**src/rtl/pop_uart_tx_pkg.sv**
```systemverilog
// Shared constants and state encoding for the population-dump UART link.
// A future receiver imports the same package so framing stays consistent.
package pop_uart_tx_pkg;

  localparam int         UART_CLKS_PER_BIT = 868;
  localparam int         POP_PATH_W        = 150;
  localparam logic [7:0] UART_SYNC_BYTE    = 8'hA5;
  localparam int         POP_NBYTES        = (POP_PATH_W + 7) / 8;

  typedef enum logic [1:0] {
    ST_IDLE,
    ST_START_BIT,
    ST_DATA,
    ST_STOP_BIT
  } uart_state_e;

endpackage

```
**src/rtl/uart_tx_byte.sv**
```systemverilog
// 8N1 single-byte serializer. Ready rises in IDLE and in the last cycle of a
// stop bit, so a waiting byte follows the previous one with no idle gap.
module uart_tx_byte
  import pop_uart_tx_pkg::*;
#(
  parameter int CLKS_PER_BIT = UART_CLKS_PER_BIT
) (
  input  logic       clk,
  input  logic       rst,
  input  logic       i_valid,
  input  logic [7:0] i_data,
  output logic       o_ready,
  output logic       o_tx
);

  localparam int BAUD_W = $clog2(CLKS_PER_BIT);

  uart_state_e       r_state;
  uart_state_e       w_state_nxt;
  logic [BAUD_W-1:0] r_baud;
  logic [BAUD_W-1:0] w_baud_nxt;
  logic [2:0]        r_bit_idx;
  logic [2:0]        w_bit_idx_nxt;
  logic [7:0]        r_data;
  logic [7:0]        w_data_nxt;
  logic              r_tx;
  logic              w_tx_nxt;
  logic              w_bit_end;

  assign w_bit_end = (r_baud == BAUD_W'(CLKS_PER_BIT - 1));
  assign o_ready   = (r_state == ST_IDLE) || ((r_state == ST_STOP_BIT) && w_bit_end);
  assign o_tx      = r_tx;

  always_ff @(posedge clk or posedge rst) begin
    if (rst) begin
      r_state   <= ST_IDLE;
      r_baud    <= '0;
      r_bit_idx <= '0;
      r_tx      <= 1'b1;
    end else begin
      r_state   <= w_state_nxt;
      r_baud    <= w_baud_nxt;
      r_bit_idx <= w_bit_idx_nxt;
      r_tx      <= w_tx_nxt;
    end
  end

  always_ff @(posedge clk) begin
    r_data <= w_data_nxt;
  end

  // Data shifts right each bit period so the next bit to send is always r_data[0/1].
  always_comb begin
    w_state_nxt   = r_state;
    w_baud_nxt    = r_baud;
    w_bit_idx_nxt = r_bit_idx;
    w_data_nxt    = r_data;
    w_tx_nxt      = r_tx;
    case (r_state)
      ST_IDLE: begin
        w_tx_nxt = 1'b1;
        if (i_valid) begin
          w_state_nxt = ST_START_BIT;
          w_baud_nxt  = '0;
          w_data_nxt  = i_data;
          w_tx_nxt    = 1'b0;
        end
      end
      ST_START_BIT: begin
        if (w_bit_end) begin
          w_state_nxt   = ST_DATA;
          w_baud_nxt    = '0;
          w_bit_idx_nxt = '0;
          w_tx_nxt      = r_data[0];
        end else begin
          w_baud_nxt = r_baud + BAUD_W'(1);
        end
      end
      ST_DATA: begin
        if (w_bit_end) begin
          w_baud_nxt = '0;
          if (r_bit_idx == 3'd7) begin
            w_state_nxt = ST_STOP_BIT;
            w_tx_nxt    = 1'b1;
          end else begin
            w_bit_idx_nxt = r_bit_idx + 3'd1;
            w_data_nxt    = r_data >> 1;
            w_tx_nxt      = r_data[1];
          end
        end else begin
          w_baud_nxt = r_baud + BAUD_W'(1);
        end
      end
      ST_STOP_BIT: begin
        if (w_bit_end) begin
          w_baud_nxt = '0;
          if (i_valid) begin
            w_state_nxt = ST_START_BIT;
            w_data_nxt  = i_data;
            w_tx_nxt    = 1'b0;
          end else begin
            w_state_nxt = ST_IDLE;
            w_tx_nxt    = 1'b1;
          end
        end else begin
          w_baud_nxt = r_baud + BAUD_W'(1);
        end
      end
      default: begin
        w_state_nxt = ST_IDLE;
        w_tx_nxt    = 1'b1;
      end
    endcase
  end

endmodule

```
**src/rtl/pop_uart_tx.sv**
```systemverilog
// Frames one population path as a sync byte plus ceil(PATH_W/8) payload bytes,
// LSB byte first, over an 8N1 UART line; pulses done after the last stop bit.
module pop_uart_tx
  import pop_uart_tx_pkg::*;
#(
  parameter int         CLKS_PER_BIT = UART_CLKS_PER_BIT,
  parameter int         PATH_W       = POP_PATH_W,
  parameter logic [7:0] SYNC_BYTE    = UART_SYNC_BYTE
) (
  input  logic              clk,
  input  logic              rst,
  input  logic              start,
  input  logic [PATH_W-1:0] path,
  output logic              tx,
  output logic              busy,
  output logic              done
);

  localparam int NBYTES  = (PATH_W + 7) / 8;
  localparam int SHIFT_W = NBYTES * 8;

  logic               r_busy;
  logic               r_done;
  logic [4:0]         r_byte_idx;
  logic [SHIFT_W-1:0] r_shift;
  logic               w_accept;
  logic               w_last;
  logic               w_next;
  logic               w_ready;
  logic               w_valid;
  logic [7:0]         w_data;

  // Byte index counts the byte on the line: 0 is the header, NBYTES the last payload byte.
  assign w_accept = start && !r_busy;
  assign w_last   = (r_byte_idx == 5'(NBYTES));
  assign w_next   = r_busy && w_ready && !w_last;
  assign w_valid  = w_accept || w_next;
  assign w_data   = r_busy ? r_shift[7:0] : SYNC_BYTE;

  assign busy = r_busy;
  assign done = r_done;

  always_ff @(posedge clk or posedge rst) begin
    if (rst) begin
      r_busy     <= 1'b0;
      r_done     <= 1'b0;
      r_byte_idx <= '0;
    end else begin
      r_done <= 1'b0;
      if (w_accept) begin
        r_busy     <= 1'b1;
        r_byte_idx <= '0;
      end else if (w_next) begin
        r_byte_idx <= r_byte_idx + 5'd1;
      end else if (r_busy && w_ready) begin
        r_busy <= 1'b0;
        r_done <= 1'b1;
      end
    end
  end

  always_ff @(posedge clk) begin
    if (w_accept) begin
      r_shift <= SHIFT_W'(path);
    end else if (w_next) begin
      r_shift <= r_shift >> 8;
    end
  end

  uart_tx_byte #(
    .CLKS_PER_BIT(CLKS_PER_BIT)
  ) u_byte (
    .clk    (clk),
    .rst    (rst),
    .i_valid(w_valid),
    .i_data (w_data),
    .o_ready(w_ready),
    .o_tx   (tx)
  );

endmodule

```
**config.mk**
```make
export PLATFORM = sky130hd
export DESIGN_NAME = pop_uart_tx
export DESIGN_NICKNAME = d
export VERILOG_FILES = /design/src/rtl/pop_uart_tx_pkg.sv /design/src/rtl/uart_tx_byte.sv /design/src/rtl/pop_uart_tx.sv
export SDC_FILE = /design/constraint.sdc
export NUM_CORES = 1
export LEC_CHECK = 0
export ABC_AREA = 1
export BUFFER_PORTS_ARGS = -buffer_cell sky130_fd_sc_hd__buf_2
export CAP_MARGIN = 30
export CORE_MARGIN = 1
export CORE_UTILIZATION = 52
export CTS_BUF_LIST = sky130_fd_sc_hd__clkbuf_8
export CTS_CLUSTER_SIZE = 28
export DETAILED_ROUTE_END_ITERATION = 16
export PLACE_DENSITY = 0.79
export SYNTH_ARGS = -nofsm -noshare
export SYNTH_HDL_FRONTEND = slang
export SYNTH_SLANG_ARGS = --single-unit
```
**constraint.sdc**
```tcl
create_clock -name clk -period 2.35 [get_ports clk]
set_input_delay 0.1175 -clock clk [delete_from_list [all_inputs] [get_ports clk]]
set_output_delay 0.1175 -clock clk [all_outputs]
set_load 0.1 [all_outputs]
```
# ---- Yosys cells after proc, flatten, opt, wreduce, memory -nomap -nowiden
# Index checks and enable logic that the tools add are counted.
dict set report totals {
  input_bits 153
  elab_cells 80
  regBits 181
}
dict set report classes {
  addsub 3
  eq_ne 13
  n_reduce_logical 19
  muxes 36
}
# operator count
set ops {}
lappend ops {{$mux W150} 2}
lappend ops {{$mux W8} 5}
lappend ops {{$pmux W8 S3} 1}
lappend ops {{$mux W10} 2}
lappend ops {{$pmux W10 S2} 1}
lappend ops {{$mux W1} 12}
lappend ops {{$add A10 B1 Y10 const B} 1}
lappend ops {{$eq A10 B10 Y1 const B} 1}
lappend ops {{$mux W2} 5}
lappend ops {{$mux W5} 2}
lappend ops {{$ne A2 B1 Y1 const B} 5}
lappend ops {{$mux W3} 3}
lappend ops {{$pmux W2 S4} 1}
lappend ops {{$reduce_and A4 Y1} 2}
lappend ops {{$pmux W3 S2} 1}
lappend ops {{$reduce_bool A2 Y1} 3}
lappend ops {{$add A5 B1 Y5 const B} 1}
lappend ops {{$eq A5 B5 Y1 const B} 1}
lappend ops {{$reduce_and A5 Y1} 1}
lappend ops {{$eq A2 B2 Y1 const B} 2}
lappend ops {{$logic_and A1 B1 Y1} 4}
lappend ops {{$ne A2 B2 Y1 const B} 2}
lappend ops {{$pmux W1 S4} 1}
lappend ops {{$add A3 B1 Y3 const B} 1}
lappend ops {{9 further kinds} 11}

# ---- Logic depth before layout (Yosys ltp)
dict set report logic_depth {
  depth_word 9
  ltp_mapped 11
  mapped_depth_nobuf 11
}

# ---- Hierarchy
# A second synthesis with hierarchy kept.
dict set report hier_totals {
  cells_unflattened 871
  area_unflattened_um2 8249.2
}
# mod cells_each area_per_inst_um2 instances seq_area_each_um2
set modules_own_cells {}
lappend modules_own_cells {pop_uart_tx 694 6852.8 1 4679.5}
lappend modules_own_cells {uart_tx_byte 177 1396.3 1 641.9}

# ---- Worst setup path after synthesis
# OpenSTA, ideal clock, no wires.
dict set report synth_path {
  path_type {register to register}
  from {register busy (netlist name)}
  to {register u_byte.r_data[0], enable pin}
  t_required_ns 2.031
  arrival_time_ns 2.591
  path_stages_with_launch 7
  synth_period_minus_slack_ns 2.911
  path_slack_ns -0.561
  path_cell_list {dfrtp_1 -> inv_1 -> a21oi_2 -> nand3_4 -> nand2_8 -> o21ai_0 -> inv_1}
}
# item line_no
set synth_rtl {}
lappend synth_rtl {{to (signal assigned)} uart_tx_byte.sv:49} ;# r_data <= w_data_nxt;
lappend synth_rtl {{to (decl)} uart_tx_byte.sv:24} ;# logic [7:0] r_data;

# ---- Worst setup path in the final report
dict set report layout_path {
  from {register u_byte.r_state[0]}
  to {register r_shift[92], enable pin}
}
dict set report layout_via {
  elab_chain_cells 6
  elab_cells_between_ends 7
  classes_between {eq/ne: 1; reduce/logical: 6}
}
# item line_no
set layout_rtl {}
lappend layout_rtl {{from (decl)} uart_tx_byte.sv:18} ;# uart_state_e r_state;
lappend layout_rtl {{from (signal assigned)} uart_tx_byte.sv:41} ;# r_state <= w_state_nxt;
lappend layout_rtl {{$eq A2 B2 Y1} uart_tx_byte.sv:31} ;# assign o_ready = (r_state == ST_IDLE) || ((r_state == ST_STOP_BIT) && w_bit_end);
lappend layout_rtl {{$logic_and A1 B1 Y1} uart_tx_byte.sv:31}
lappend layout_rtl {{$logic_or A1 B1 Y1 (*)} uart_tx_byte.sv:31}
lappend layout_rtl {{$logic_and A1 B1 Y1 (*) (2 in series)} pop_uart_tx.sv:36} ;# assign w_next = r_busy && w_ready && !w_last;
lappend layout_rtl {{$reduce_bool A2 Y1 (no line) (*)} n/a}
lappend layout_rtl {{to (signal assigned)} pop_uart_tx.sv:64} ;# r_shift <= SHIFT_W'(path);
lappend layout_rtl {{to (signal assigned)} pop_uart_tx.sv:66} ;# r_shift <= r_shift >> 8;
lappend layout_rtl {{to (decl)} pop_uart_tx.sv:25} ;# logic [SHIFT_W-1:0] r_shift;
# Every way passes the cells marked *; elsewhere a longest branch is shown, timed or not.
# A chain may end at the register's enable or synchronous reset.

==> reports/results.tsv <==
metric	value	unit
most frequent cells after synthesis	nand2_1 (475), edfxtp_1 (158), inv_1 (31)	
Reg area	0.00533	mm²
Final TNS setup	0	ns
CTS root buf	clkbuf_8	
Flop pwr share	0.546	
Distinct cells, synth	34	
Tightest Pin Transition	0.496	ns
Routed WL	20400	µm
initial DRC count	477	
Resized Gates After CTS	0	
Rows	45	
Clock transition at path regs	0.09	ns
Crit Path Max Fanout	33	
Seq/Total Area, Yosys	0.661	
share of post-route cells with drive strength above 1	0.188	
minimum clock period	2.15	ns
post-route DRC violation count	0	
Internal Power	0.00719	W
global-route wire length before repair	32400	µm
Nets	1295	
Filler cells	954	
Worst IR Drop VDD	0.523	mV
Clock Path Buffers	2	
Cell Count, Final, Fillers Out	1333	
number of global-route vias before repair	6813	
Synth Flop Type	edfxtp_1	
GPL Wtd Cong	0.804	
top post-synthesis cells by area	edfxtp_1 (59%), nand2_1 (22%), dfrtp_1 (6.8%)	
Clock Power Share	0.164	
CP Capture Type	flop	
HP Class	input port to asynchronous set/reset pin	
slew margin rel.	0.667	
via count	6729	
PwrDens	969	mW/mm²
Setup WS pre-CTS	0.215	ns
TritonCTS clock tree	done	
Leak	4.94	nW
WP data arrival	2.30	ns
Post-Synthesis Cells	825	
Setup Skew	0.0167	ns
Worst Path Required	2.50	ns
Comb power frac	0.291	
Die Ht	126	µm
DIE AREA	0.0160	mm²
kind of critical path	flop to flop	
Max Freq	0.464	GHz
Post-synth ARST share	0.127	
initial antenna violation count	0	
Final setup viols	0	
#FFs+latches synth	181	
status	finished clean	
final worst slack	0.196	ns
WL per Instance	15.3	µm
Final ANT Viol Nets	0	
Post-Syn Nets	988	
Clk Latency, worst-skew pair	0.45	ns
CTS buffer count	17	
Setup crit start kind	flop	
First-pass DRT Iterations	6	
Sw Ratio	0.323	
initial core utilization	0.532	
Fin. Hold Viols	0	
Synth top area share	0.589	
gr usage total	0.265	
largest net degree at the start of global routing	104	
fin crit share	0.917	
area grow syn2layout	36.0	%
Post-synth EDFFs	158	
CTS H-Tree Depth	4	
clock sink count	181	
GRT Residual Overflow	0	
cell count after placement	1149	
Die X	126	µm
DP HPWL	10500	µm
vias per inst	5.05	
max_cap viols	0	
post-synth top area cell	edfxtp_1	
I/O Pins	156	
Net Sw Power	0.00344	W
CORE AREA	0.0151	mm²
Syn Area/Cell	9.77	µm²
Synth Warn #	0	
# port buffers	155	
RSZ-0062 raised after global routing	no	
max-slew violations	0	
most common cell in the netlist	nand2_1	
Mapped Area	0.00806	mm²
multi-input logic area	0.00246	mm²
==> power groups by stage <==
stage | Sequential, W | Clock, W | Combinational [W]
after floorplan | 0.00580 | 0 | 0.00187
after global placement | 0.00579 | 0 | 0.00275
after detailed placement | 0.00583 | 0 | 0.00284
after CTS | 0.00577 | 0.00177 | 0.00304
after global routing | 0.00590 | 0.00189 | 0.00348
final | 0.00580 | 0.00174 | 0.00309
==> worst max-delay path, cell delays in order, from the launching register on <==
cell	delay, ns
dfrtp_1	0.45
inv_1	0.13
ha_1	0.24
inv_2	0.10
a21oi_2	0.21
nand3_4	0.16
nand2_8	0.30
buf_4	0.25
==> per-stage QoR <==
stage	instance area, µm²	hold WS (ns)	util	total power [W]
after detailed placement	9130	0.171	0.603	0.00866
after global placement	9130	0.169	0.603	0.00854
after global routing	11000	0.253	0.724	0.0113
final	11000	0.240	0.724	0.0106
after floorplan	8060	0.119	-	0.00767
after CTS	11000	0.219	0.724	0.0106
==> repair_timing <==
action / in CTS / in global routing
hold endpoints to repair: 174 / 0
hold buffers: 152 / 0
setup buffers: 0 / 0
==> cell families (layout without fill, tap and decap cells) <==
kind of cell / count (synthesis) / after routing / synth area share
other: 0 / 1 / 0
buffers and inverters: 68 / 387 / 0.0356
AO/OA/AOI/OAI: 42 / 42 / 0.0309
AND/OR/NAND/NOR: 521 / 521 / 0.254
flip-flops: 181 / 181 / 0.661
adder cells (fa/ha/maj): 10 / 10 / 0.0155
XOR/XNOR: 3 / 3 / 0.00326
==> worst paths after layout <==
| check | depth (start not counted) | startpoint | endpoint | slack, ns |
|---|---|---|---|---|
| worst max-delay path | 7 | u_byte.r_state[0] | r_shift[92] | 0.20 |
| worst min-delay path | 4 | rst | busy | 0.24 |
| worst max register to register | 7 | u_byte.r_state[0] | r_shift[92] | 0.20 |
| worst min register to register | 2 | u_byte.o_tx | u_byte.o_tx | 0.49 |
| max in group asynchronous | 4 | rst | u_byte.o_tx | 1.83 |
| min in group clk | 4 | start | busy | 0.46 |
==> layout make-up <==
type,count,area share
Timing Repair Buffer,322,0.228
Tap cell,188,0.0215
Antenna cell,1,0.000228
Multi-Input combinational cell,576,0.224
Sequential cell,181,0.486
Inverter,34,0.0121
Clock buffer,17,0.0213
Clock inverter,14,0.00674
==> routing by layer <==
metal	routed length (µm)	part of all wire	global-route usage
met4	716	0.035	0.129
met3	1160	0.057	0.0586
met2	10600	0.52	0.473
met5	0	0	0
met1	7890	0.39	0.302
==> layout by cell type (no fill, tap or decap), types with 2 or more instances in the layout <==
| cell | instances |
|---|---|
| nand2_1 | 475 |
| edfxtp_1 | 158 |
| buf_2 | 155 |
| dlygate4sd3_1 | 152 |
| inv_1 | 32 |
| nor2_1 | 22 |
| dfrtp_1 | 21 |
| o21ai_0 | 19 |
| clkbuf_8 | 17 |
| nand3_1 | 12 |
| ha_1 | 10 |
| buf_4 | 8 |
| buf_12 | 7 |
| a21oi_1 | 6 |
| o31ai_1 | 5 |
| o21ai_1 | 5 |
| inv_2 | 4 |
| clkinv_2 | 3 |
| clkinvlp_4 | 3 |
| nor2_4 | 2 |
| nand3_4 | 2 |
| inv_4 | 2 |
| xor2_1 | 2 |
| o22ai_1 | 2 |
| clkinv_1 | 2 |
==> state kept, by name, summed over array words and instances (netlist names) <==
name	cells
u_byte.r_data	8
r_byte_idx	5
u_byte.r_bit_idx	3
u_byte.r_state	2
r_shift	150
busy	1
u_byte.o_tx	1
u_byte.r_baud	10
done	1
No activity file was read; power rests on OpenSTA's default activity.
